[src/rtl/fetch_unit.sv]
// Instruction-fetch stage: F-stage PC, instruction-memory addressing, next-PC
// redirect with one delay slot, and the IF/ID pipeline register.
module fetch_unit #(
  parameter logic [31:0] PC_RESET = 32'h0000_3000,
  parameter logic [31:0] IM_BASE  = 32'h0000_3000,
  parameter int unsigned IM_WORDS = 4096
) (
  input  logic        i_clk,
  input  logic        i_rst_n,
  input  logic        i_stall,
  input  logic        i_flush,
  input  logic [1:0]  i_npc_sel,
  input  logic        i_br_taken,
  input  logic [15:0] i_imm16,
  input  logic [25:0] i_instr_index,
  input  logic [31:0] i_jr_target,
  output logic [31:0] o_im_addr_c,
  input  logic [31:0] i_im_data,
  output logic [31:0] o_instr_d,
  output logic [31:0] o_pc_d,
  output logic [31:0] o_pc8_d_c,
  output logic        o_valid_d,
  output logic        o_addr_err,
  output logic [31:0] o_fetch_cnt
);

  localparam logic [31:0] IM_LAST = IM_BASE + 32'(IM_WORDS * 4) - 32'd4;

  typedef enum logic [1:0] {
    NPC_SEQ = 2'd0,
    NPC_BR  = 2'd1,
    NPC_J   = 2'd2,
    NPC_JR  = 2'd3
  } npc_sel_e;

  logic [31:0] r_pc_f;
  logic [31:0] r_instr_d;
  logic [31:0] r_pc_d;
  logic        r_valid_d;
  logic        r_addr_err;
  logic [31:0] r_fetch_cnt;

  logic        w_legal;
  logic [31:0] w_fetch_word;
  logic [31:0] w_pc_f_plus4;
  logic [31:0] w_pc_d_plus4;
  logic [31:0] w_br_off;
  logic [31:0] w_npc;
  npc_sel_e    w_sel;

  // Fetch legality: word aligned and inside the instruction-memory window.
  always_comb begin
    w_legal      = (r_pc_f[1:0] == 2'b00) && (r_pc_f >= IM_BASE) && (r_pc_f <= IM_LAST);
    o_im_addr_c  = w_legal ? r_pc_f : IM_BASE;
    w_fetch_word = w_legal ? i_im_data : 32'h0;
  end

  // Next-PC select; a bubble in D can never redirect.
  always_comb begin
    w_pc_f_plus4 = r_pc_f + 32'd4;
    w_pc_d_plus4 = r_pc_d + 32'd4;
    w_br_off     = {{14{i_imm16[15]}}, i_imm16, 2'b00};
    w_sel        = r_valid_d ? npc_sel_e'(i_npc_sel) : NPC_SEQ;
    w_npc        = w_pc_f_plus4;
    case (w_sel)
      NPC_BR:  w_npc = i_br_taken ? (w_pc_d_plus4 + w_br_off) : w_pc_f_plus4;
      NPC_J:   w_npc = {w_pc_d_plus4[31:28], i_instr_index, 2'b00};
      NPC_JR:  w_npc = i_jr_target;
      default: w_npc = w_pc_f_plus4;
    endcase
  end

  always_ff @(posedge i_clk or negedge i_rst_n) begin
    if (!i_rst_n) begin
      r_pc_f <= PC_RESET;
    end else if (!i_stall) begin
      r_pc_f <= w_npc;
    end
  end

  // IF/ID register; a flush bubble wins over stall here only.
  always_ff @(posedge i_clk or negedge i_rst_n) begin
    if (!i_rst_n) begin
      r_instr_d <= 32'h0;
      r_pc_d    <= 32'h0;
      r_valid_d <= 1'b0;
    end else if (i_flush) begin
      r_instr_d <= 32'h0;
      r_pc_d    <= r_pc_f;
      r_valid_d <= 1'b0;
    end else if (!i_stall) begin
      r_instr_d <= w_fetch_word;
      r_pc_d    <= r_pc_f;
      r_valid_d <= w_legal;
    end
  end

  always_ff @(posedge i_clk or negedge i_rst_n) begin
    if (!i_rst_n) begin
      r_addr_err  <= 1'b0;
      r_fetch_cnt <= 32'h0;
    end else begin
      if (!w_legal) begin
        r_addr_err <= 1'b1;
      end
      if (!i_flush && !i_stall && w_legal) begin
        r_fetch_cnt <= r_fetch_cnt + 32'd1;
      end
    end
  end

  assign o_instr_d   = r_instr_d;
  assign o_pc_d      = r_pc_d;
  assign o_pc8_d_c   = r_pc_d + 32'd8;
  assign o_valid_d   = r_valid_d;
  assign o_addr_err  = r_addr_err;
  assign o_fetch_cnt = r_fetch_cnt;

endmodule
[config.mk]
export PLATFORM = sky130hd
export DESIGN_NAME = fetch_unit
export DESIGN_NICKNAME = d
export VERILOG_FILES = /design/src/rtl/fetch_unit.sv
export SDC_FILE = /design/constraint.sdc
export NUM_CORES = 1
export LEC_CHECK = 0
export ABC_CLOCK_PERIOD_IN_PS = 3400
export CAP_MARGIN = 10
export CORE_ASPECT_RATIO = 2
export CORE_MARGIN = 2
export CORE_UTILIZATION = 40
export CTS_CLUSTER_DIAMETER = 150
export DETAILED_ROUTE_END_ITERATION = 8
export GPL_TIMING_DRIVEN = 0
export HOLD_SLACK_MARGIN = 0.02
export MAX_ROUTING_LAYER = met4
export PLACE_DENSITY = 0.71
export SLEW_MARGIN = 25
export SYNTH_ARGS = -nofsm -noshare
export SYNTH_HDL_FRONTEND = slang
export SYNTH_SLANG_ARGS = --single-unit
[constraint.sdc]
create_clock -name i_clk -period 3.4 [get_ports i_clk]
set_input_delay 0.34 -clock i_clk [delete_from_list [all_inputs] [get_ports i_clk]]
set_output_delay 0.34 -clock i_clk [all_outputs]
set_load 0.03 [all_outputs]
==> out/results.ini <==
[critical_path]
cp.required_ps=3770
critPathMaxStageDelay_ps=370
reg2reg_from=o_pc_d[17]$_DFFE_PN0P_
setup.worst_path.start_class=flop
reg2reg_depth=14
criticalPathCategory=reg -> reg
critPathSlowestCell=a221o_1
cp_num_buf_inv=2
crit_end=r_pc_f[31]$_DFFE_PN0N_
cp-startpoint=o_pc_d[17]$_DFFE_PN0P_
arrival_ps=4030
end_kind=flop
r2r_setup_slack_ps=-260
crit_chain=buf_2 > nand4_1 > nor2_1 > nand2_2 > xnor2_2 > ha_4 > a21oi_2 > o2111ai_1 > a21o_1 > a221o_1 > or2_4 > buf_6 > a211o_1 > o211ai_2
r2r_end=r_pc_f[31]$_DFFE_PN0N_
cp_max_fo=8
crit_cells=14
critPathTopFamily=compound AO/OA/AOI/OAI gates

[clock_tree]
cts.sinks=130
numCtsBuffers=17
clkTransAtPathRegs_ps=60
clk_latency_ps=440
cts_root_buffer=clkbuf_16
htreeDepth=4
cts_tree=yes
cts_max_path_buffers=2

[global_routing]
grt_antenna_before_repair=1
track_usage=0.3056
globalRoute.totalOverflow=0
grt_pass1_wl_mm=56.08
grt_max_degree=73
grt_pass1_vias=9708

[yosys]
yosysTopAreaCell=dfrtp_1
synthTopCellsByArea=dfrtp_1, xnor2_1, ha_1
ys_ff_latch=130
ys_warn_count=0
ys_seq_area_frac=0.3473
yosys-top-cells-count=dfrtp_1, nand2_1, xnor2_1
synthArstFlopShare=1.000
synth_cells=1047
syn_area_per_cell_um2=8.953
synth_top_area_frac=0.3417
synth-main-ff-cell=dfrtp_1
synth_edf_count=0
mappedNetlistArea_um2=9374
yosysMostFrequentCell=dfrtp_1
ys_types=70

[timing]
skew_ps=7.440
maxClockFrequency_mhz=273.1
hold_viol=0
period_minus_slack_ps=3661
finalWorstSetupSlack_ps=-261.5
fin_crit_sh=1.077
slew_violations=0
worst_pin_slew_ps=905.1
relSlewSlack=0.3966
hold_slack_ps=403.7
finalSetupViolCount=9
rsz0062_at_grt=true

[power]
p_seq_frac=0.319
vdd_ir_drop_max_uv=458.2
power_density_nw_per_um2=418.0
comb_power_share=0.363
p_int_w=0.003583
p_sw_w=0.002255
p_leak_nw=5.924
swShare=0.3863
clock_power_share=0.318

[job]
drv_cap=0

[placement]
port_buffers=254
post-dp-hpwl_mm=28.50
gp_congestion=0.9832
placed_cells=1603
place_area_um2=12480

[run_status]
status=finished with violations
violations=setup timing

[final_layout]
final_area_um2=13960
nFillCells=2079
final_nets=1532
fin_cells=1675
syn_to_final_growth_pct=48.97
layout-drive-gt1-share=0.1848

[detailed_routing]
drc=0
vias=9727
wirelength_mm=37.82
drt_iter0_drc=623
vias_per_cell=5.807
dr.pass1.iters=5
drtAntennaViolNets=0
wl_per_cell_um=22.58

[floorplan]
core-area_um2=23130
chipWidth_um=112.2
rows=79
die_h_um=220.5
start_util=0.4053
die_area_um2=24750
ioPinCount=275

[min_path]
hp-class=in -> async

area by class of cell:
class | count | area, µm² | area share
repair buffers | 299 | 2910 | 0.2084
multi-input cells | 824 | 6310 | 0.4518
plain buffers | 80 | 449.2 | 0.03217
clock inverters | 15 | 147.6 | 0.01057
diodes | 1 | 2.502 | 0.0001792
clock buffers | 17 | 425.4 | 0.03046
inverters | 26 | 97.59 | 0.006989
flip-flops and latches | 130 | 3268 | 0.2340
well taps | 283 | 354.1 | 0.02536
kinds of logic after synthesis:
kind of cell | count (synthesis) | synth area share
DFF | 130 | 0.3473
and+or+nand+nor | 333 | 0.1842
muxes | 55 | 0.06247
adders and majority gates | 41 | 0.05553
buffers and inverters | 111 | 0.05619
AOI/OAI and AO/OA | 265 | 0.1902
other | 1 | 0.0004000
xor gates and xnor gates | 111 | 0.1037
worst min path at each step:
stage	from	endpoint	cells after the start
6_report	i_rst_n	o_pc_d[9]$_DFFE_PN0P_	2
5_1_grt	i_rst_n	o_pc_d[9]$_DFFE_PN0P_	2
3_5_place_dp	i_rst_n	o_pc_d[10]$_DFFE_PN0P_	1
4_1_cts	i_rst_n	o_pc_d[10]$_DFFE_PN0P_	2
2_1_floorplan	i_rst_n	o_addr_err$_DFFE_PN0N_	0
3_3_place_gp	o_addr_err$_DFFE_PN0N_	o_addr_err$_DFFE_PN0N_	1
worst reg2reg max path: stages (launching register included):
cell	delay (ps)
dfrtp_1	340
buf_2	250
nand4_1	290
nor2_1	330
nand2_2	150
xnor2_2	220
ha_4	280
a21oi_2	220
o2111ai_1	160
a21o_1	250
a221o_1	370
or2_4	270
buf_6	120
a211o_1	260
o211ai_2	70
state kept, by name (all words and copies together), names as in the netlist:
signal / count
o_instr_d: 32
o_valid_d: 1
o_fetch_cnt: 32
o_pc_d: 32
r_pc_f: 32
o_addr_err: 1
cell usage in the layout (no fill, tap or decap), types with 8 or more instances in the layout:
cell	count
conb_1	19
xor2_1	36
a21oi_1	46
clkbuf_16	17
buf_4	62
xnor2_1	64
a21oi_2	12
clkdlybuf4s50_1	231
nand2_1	84
dfrtp_1	118
mux2i_1	27
a22o_1	32
o22ai_1	9
ha_4	10
inv_1	25
nand3_1	42
clkbuf_1	35
dfrtp_2	10
nor3_1	14
buf_2	10
mux2_2	27
a31oi_1	13
and4_1	8
ha_1	28
o21ai_0	53
dlygate4sd2_1	17
nor2_1	60
nand4_1	24
a21o_1	14
and3_1	16
and2_1	18
o221ai_1	10
power groups by stage:
stage | logic [W] | clock network, W | registers (W)
floorplan | 0.00109 | 0 | 0.00190
global placement | 0.00188 | 0 | 0.00186
detailed placement | 0.00190 | 0 | 0.00186
CTS | 0.00206 | 0.00188 | 0.00185
global route | 0.00226 | 0.00194 | 0.00187
finish | 0.00212 | 0.00186 | 0.00186
per-stage QoR:
stage | TNS [ps] | setup WS [ps] | utilization | total power [W]
6_report | -1160 | -261.5 | 0.6038 | 0.005838
5_1_grt | -2588 | -365.0 | 0.6038 | 0.006072
4_1_cts | -437.4 | -143.5 | 0.5932 | 0.005798
3_5_place_dp | -15000 | -767.4 | 0.5394 | 0.003759
3_3_place_gp | -479610 | -4109 | 0.5380 | 0.003743
2_1_floorplan | -53.94 | -37.21 | - | 0.002986
what timing repair did:
action                                  in CTS  in global routing
pin swaps                                   54                 31
hold buffers                                 1                  0
setup buffers                               34                 10
hold endpoints to repair                    57                  0
endpoints found under the setup margin      44                 37
resized for setup                          103                 41
metal layers:
metal	routed length [µm]	up-vias	track usage
li1	-	4431	-
met1	13140	4736	0.3192
met2	19940	427	0.5333
met3	1805	133	0.04081
met4	2928	0	0.2057
met5	0	-	-
No activity file was read; power rests on OpenSTA's default activity.
==> patch 1 (same flow settings) <==
Remove the case item `NPC_BR` of the case on `w_sel`.
--- a/src/rtl/fetch_unit.sv
+++ b/src/rtl/fetch_unit.sv
@@ -63,7 +63,6 @@
     w_sel        = r_valid_d ? npc_sel_e'(i_npc_sel) : NPC_SEQ;
     w_npc        = w_pc_f_plus4;
     case (w_sel)
-      NPC_BR:  w_npc = i_br_taken ? (w_pc_d_plus4 + w_br_off) : w_pc_f_plus4;
       NPC_J:   w_npc = {w_pc_d_plus4[31:28], i_instr_index, 2'b00};
       NPC_JR:  w_npc = i_jr_target;
       default: w_npc = w_pc_f_plus4;
Function: changed (a bounded check fails within 4 cycles, from zero or initial values and one cycle with i_rst_n low).
==> patch 1 against the unedited design <==
- synthesized cell count decreased by 33%
- power decreased by 10%
- synthesized area shrank 24%
- die area shrank 24%
- setup slack better by 0.44 ns
- sequential cell count stayed put
- design area is 25% lower
- routed wire length down 40%
- maximum frequency is 14% higher
- core utilization decreased by 0.82 points
- critical path type is now flop to primary output
==> patch 1: results (changes against the unedited design) <==
| Result | Value | Unit | Change |
| --- | --- | --- | --- |
| Number of global-route vias before repair | 6601 | - | -32% |
| Count of placed standard cells including taps | 1172 | - | -27% |
| Number of inserted filler cells in the final layout | 1559 | - | -25% |
| Global-route wire length before repair | 35300 | um | -37% |
| CP max stage cell | sky130_fd_sc_hd__dfrtp_1 | - |  |
| Buffers inserted by post-CTS timing repair | 0 | - | -100% |
| Largest fanout on the critical path | 7 | - | -1 |
| Critical R2R Capture | r_pc_f[29]$_DFFE_PN0N_ | - |  |
| Total wire length after detailed routing | 22500 | um | -40% |
| Placed Instance Area | 9850 | sq um | -21% |
| Clock latency at the later pin of the worst-skew pair | 0.42 | ns | -0.02 ns |
| Multi-input logic cell count | 511 | - | -38% |
| Pin count of the biggest net entering global routing | 93 | - | +27% |
| RD Place Congestion | 0.916 | - | -6.9% |
| Count of endpoints failing setup in the final report | 0 | - | -9 |
| Post-Route M1 WL | 9610 | um | -27% |
| # clk buffers | 18 | - | +1 |
| Critical path's top delay family | simple AND/OR/NAND/NOR gates | - |  |
| Sequential-cell power consumption | 1920 | uW | +3% |
| Result of the run | finished clean | - |  |
| Fraction of area in registers | 31.0 | % | +7.6 points |
| Static power due to leakage | 0.00434 | uW | -27% |
| Number of cells on the worst reg-to-reg path | 7 | - | -7 |
| Layout net count | 1097 | - | -28% |
| Data arrival time of the critical path | 2.88 | ns | -1.15 ns |
| Power in combinational cells | 1290 | uW | -39% |
| HPWL after detailed placement | 16500 | um | -42% |
| 1st-iter DRT viols | 388 | - | -38% |
| Metal2 WL | 10700 | um | -46% |
| Switching Share | 31.5 | % | -7.2 points |
| Avg WL per Cell | 18.7 | um | -17% |
| Core footprint | 17600 | sq um | -24% |
| Timing startpoint of the critical path | o_pc_d[3]$_DFFE_PN0P_ | - |  |
| Capturing element of the worst setup path | o_pc8_d_c[19] | - |  |
| Beginning of the worst register-to-register path | o_pc_d[3]$_DFFE_PN0P_ | - |  |
| Non-CTS buffers | 309 | - | -18% |
| Via-per-instance ratio | 5.57 | - | -4.1% |
| Total routing usage reported by global routing | 24.3 | % | -6.3 points |
| Period Utilization, post-route | 94.6 | % | -13 points |
| Sequential share of the synthesized area | 45.9 | % | +11 points |
| List of most frequent post-synthesis cells | sky130_fd_sc_hd__dfrtp_1 (128), sky130_fd_sc_hd__xnor2_1 (52), sky130_fd_sc_hd__nand2_1 (43), sky130_fd_sc_hd__nand3_1 (42), sky130_fd_sc_hd__nor2_1 (36) | - |  |
| Share of layout cells above drive strength 1 | 11.9 | % | -6.6 points |
| Number of antenna diodes | 0 | - | -1 |
| Post-synth cell types | 64 | - | -8.6% |
| Slew at the pin closest to its max-slew limit | 0.926 | ns | +0.0209 ns |
| Switching power total | 1640 | uW | -27% |
patch 1: cell count changes after synthesis, moves of 20 or more:
cell / delta
sky130_fd_sc_hd__nand2_1: -45
sky130_fd_sc_hd__nor2_1: -30
sky130_fd_sc_hd__o21ai_0: -37
sky130_fd_sc_hd__a21oi_1: -35
sky130_fd_sc_hd__xor2_1: -30
sky130_fd_sc_hd__xnor2_1: -20
sky130_fd_sc_hd__ha_1: -36
patch 1: how the worst min path moves through the flow:
stage / from / end / slack, ns / depth (start not counted)
floorplan: i_rst_n / o_addr_err$_DFFE_PN0N_ / 0.04 / 0
global placement: o_addr_err$_DFFE_PN0N_ / o_addr_err$_DFFE_PN0N_ / 0.46 / 1
detailed placement: i_rst_n / o_pc_d[28]$_DFFE_PN0P_ / 0.24 / 1
CTS: i_rst_n / o_pc_d[28]$_DFFE_PN0P_ / 0.40 / 2
global route: i_rst_n / r_pc_f[30]$_DFFE_PN0N_ / 0.42 / 2
finish: i_rst_n / o_pc_d[28]$_DFFE_PN0P_ / 0.40 / 2
patch 1: per-layer routing:
| metal | vias up | track usage [%] |
|---|---|---|
| li1 | 3096 | - |
| met1 | 3254 | 31.0 |
| met2 | 315 | 37.7 |
| met4 | 0 | 9.27 |
| met5 | - | - |
| met3 | 38 | 5.69 |
patch 1: cells by family (layout without fill, tap and decap cells):
logic type      Yosys count  in the layout  share of synthesized area (%)
other cells               1             19                         0.0528
compound gates          140            140                           14.3
fa+ha+maj                 4              4                          0.705
simple gates            240            240                           18.9
xor+xnor                 61             61                           7.52
flops                   130            130                           45.9
mux                      47             47                           7.17
buf+inv                  79            350                           5.52
==> patch 2 (config.mk and constraints unchanged) <==
Without the edit above. Set the parameter `PC_RESET` to 32'h00002000 (it was 32'h0000_3000).
--- a/src/rtl/fetch_unit.sv
+++ b/src/rtl/fetch_unit.sv
@@ -1,7 +1,7 @@
 // Instruction-fetch stage: F-stage PC, instruction-memory addressing, next-PC
 // redirect with one delay slot, and the IF/ID pipeline register.
 module fetch_unit #(
-  parameter logic [31:0] PC_RESET = 32'h0000_3000,
+  parameter logic [31:0] PC_RESET = 32'h00002000,
   parameter logic [31:0] IM_BASE  = 32'h0000_3000,
   parameter int unsigned IM_WORDS = 4096
 ) (
Behaviour: not the same (Yosys sat finds a counterexample within 4 cycles, from zero or initial values and one cycle with i_rst_n low).
==> patch 2 against the unedited design <==
- the flow still finishes with violations (setup timing)
- routed wire length grew 1.7%
- count of clock-buffer cells in the layout grew 1
- critical path type unchanged
- clock power grew 6%
- setup slack gained 0.059 ns
- die area is essentially flat
- clock skew is essentially flat
- largest power group unchanged
- power grew 2.9%
- core utilization grew 1.0 points
- sequential cell count is the same
- sequential power is essentially flat
- combinational power grew 3%
- synthesized area is essentially flat
- design area grew 1.7%
==> patch 2: results (changes against the unedited design) <==
| Result | Value | Unit | Change |
| --- | --- | --- | --- |
| Global-route wire length before repair | 56500 | um | +0.71% |
| Layout net count | 1550 | - | +1.2% |
| Largest clock skew in the final design | 0.00770 | ns | +0.000256 ns |
| Data arrival time of the critical path | 3.94 | ns | -0.09 ns |
| RD Place Congestion | 0.952 | - | -3.2% |
| Slew headroom | 33.2 | % | -6.4 points |
| Total routing usage reported by global routing | 30.9 | % | +0.39 points |
| Static power due to leakage | 0.00604 | uW | +1.9% |
| Top post-synthesis cells by area | sky130_fd_sc_hd__dfrtp_1 (34%), sky130_fd_sc_hd__xnor2_1 (6.7%), sky130_fd_sc_hd__ha_1 (5.3%) | - |  |
| CP max stage cell | sky130_fd_sc_hd__dfrtp_2 | - |  |
| Pin count of the biggest net entering global routing | 74 | - | +1.4% |
| Startpoint class of the critical path | flop | - |  |
| Maximum ir drop on the vdd rail | 0.549 | mV | +20% |
| Sequential share of the synthesized area | 34.7 | % | about the same |
| Xor and xnor area share after synthesis | 10.4 | % | about the same |
| Total negative slack | -1.13 | ns | +0.0304 ns |
| Number of cells on the worst reg-to-reg path | 16 | - | +2 |
| HPWL after detailed placement | 28100 | um | -1.3% |
| Crit path setup slack, layout | -0.202 | ns | +0.0591 ns |
| Fraction of synthesized area in multiplexers | 6.25 | % | about the same |
| Largest fanout on the critical path | 4 | - | -4 |
| Failing checks | setup timing | - |  |
| Initial antenna violation count | 2 | - | +1 |
| Post-synth cell types | 70 | - | unchanged |
| Capturing element of the worst setup path | r_pc_f[29]$_DFFE_PN0N_ | - |  |
| Adder-cell share of the synthesized area | 5.55 | % | about the same |
| List of most frequent post-synthesis cells | sky130_fd_sc_hd__dfrtp_1 (129), sky130_fd_sc_hd__nand2_1 (88), sky130_fd_sc_hd__xnor2_1 (72), sky130_fd_sc_hd__nor2_1 (66), sky130_fd_sc_hd__o21ai_0 (60) | - |  |
| Result of the run | complete, but fails checks | - |  |
| Count of endpoints failing setup in the final report | 9 | - | unchanged |
| Area fraction in compound gates after synthesis | 19.0 | % | about the same |
| Beginning of the worst register-to-register path | o_pc_d[3]$_DFFE_PN0P_ | - |  |
| Via-per-instance ratio | 5.85 | - | +0.67% |
| Worst reg-to-reg setup slack | -0.20 | ns | +0.06 ns |
| Number of inserted filler cells in the final layout | 2021 | - | -2.8% |
| Share of layout cells above drive strength 1 | 20.3 | % | +1.8 points |
| Largest stage delay on the critical path | 0.44 | ns | +0.07 ns |
| Avg WL per Cell | 22.7 | um | +0.60% |
| 1st-iter DRT viols | 759 | - | +22% |
| Number of global-route vias before repair | 9841 | - | +1.4% |
patch 2: per-stage QoR:
step	instances	area (sq um)	worst slack [ns]	total power (uW)
floorplan	1065	9550	-0.0372	2990
global placement	1602	12400	-4.07	3740
detailed placement	1603	12500	-0.929	3750
CTS	1673	13700	-0.202	5870
global route	1694	14200	-0.332	6230
finish	1694	14200	-0.202	6010
patch 2: layout make-up:
type / count / share of cell area [%]
Tap cell: 283 / 2.49
Buffer: 79 / 3.00
Sequential cell: 130 / 23.0
Inverter: 26 / 0.687
Multi-Input combinational cell: 824 / 45.0
Timing Repair Buffer: 318 / 21.5
Antenna cell: 2 / 0.0352
Clock inverter: 14 / 1.19
Clock buffer: 18 / 3.09
patch 2: cells by family (layout without fill, tap and decap cells):
group,after synthesis,in the layout
compound gates,265,265
mux,55,55
buf+inv,111,455
simple gates,333,333
flops,130,130
fa+ha+maj,41,41
xor+xnor,111,111
other cells,1,21
patch 2: worst max-delay path: cells and delay by family, from the launching register on:
kind	cells	cell delay [ns]
flops	1	0.44
simple gates	7	1.25
fa+ha+maj	2	0.49
compound gates	4	0.81
buf+inv	2	0.29
xor+xnor	1	0.21
patch 2: metal layers:
layer / part of all wire [%] / vias up / global-route usage (%)
met3: 5.0 / 134 / 4.96
met1: 35 / 4839 / 32.1
met4: 7.6 / 0 / 20.7
met2: 53 / 459 / 53.7
met5: 0 / - / -
li1: - / 4471 / -
patch 2: worst min-delay path by stage:
stage                     depth (start not counted)                     endpoint              startpoint  slack (ns)
final                                             2  o_fetch_cnt[26]$_DFFE_PN0P_                 i_rst_n        0.41
after global routing                              2  o_fetch_cnt[26]$_DFFE_PN0P_                 i_rst_n        0.45
after CTS                                         2  o_fetch_cnt[26]$_DFFE_PN0P_                 i_rst_n        0.42
after detailed placement                          1  o_fetch_cnt[26]$_DFFE_PN0P_                 i_rst_n        0.31
after global placement                            1       o_addr_err$_DFFE_PN0N_  o_addr_err$_DFFE_PN0N_        0.45
after floorplan                                   0       o_addr_err$_DFFE_PN0N_                 i_rst_n        0.04
patch 2: power breakdown:
| group | internal [uW] | switching [uW] |
|---|---|---|
| clock network | 1120 | 842 |
| logic | 937 | 1250 |
| registers | 1650 | 203 |
patch 2: what timing repair did:
action,4_1_cts,5_1_grt
gates resized for setup,89,74
setup buffers,42,20
endpoints found under the hold margin,57,0
pin swaps,35,52
setup endpoints to repair,47,31
hold buffers,1,0
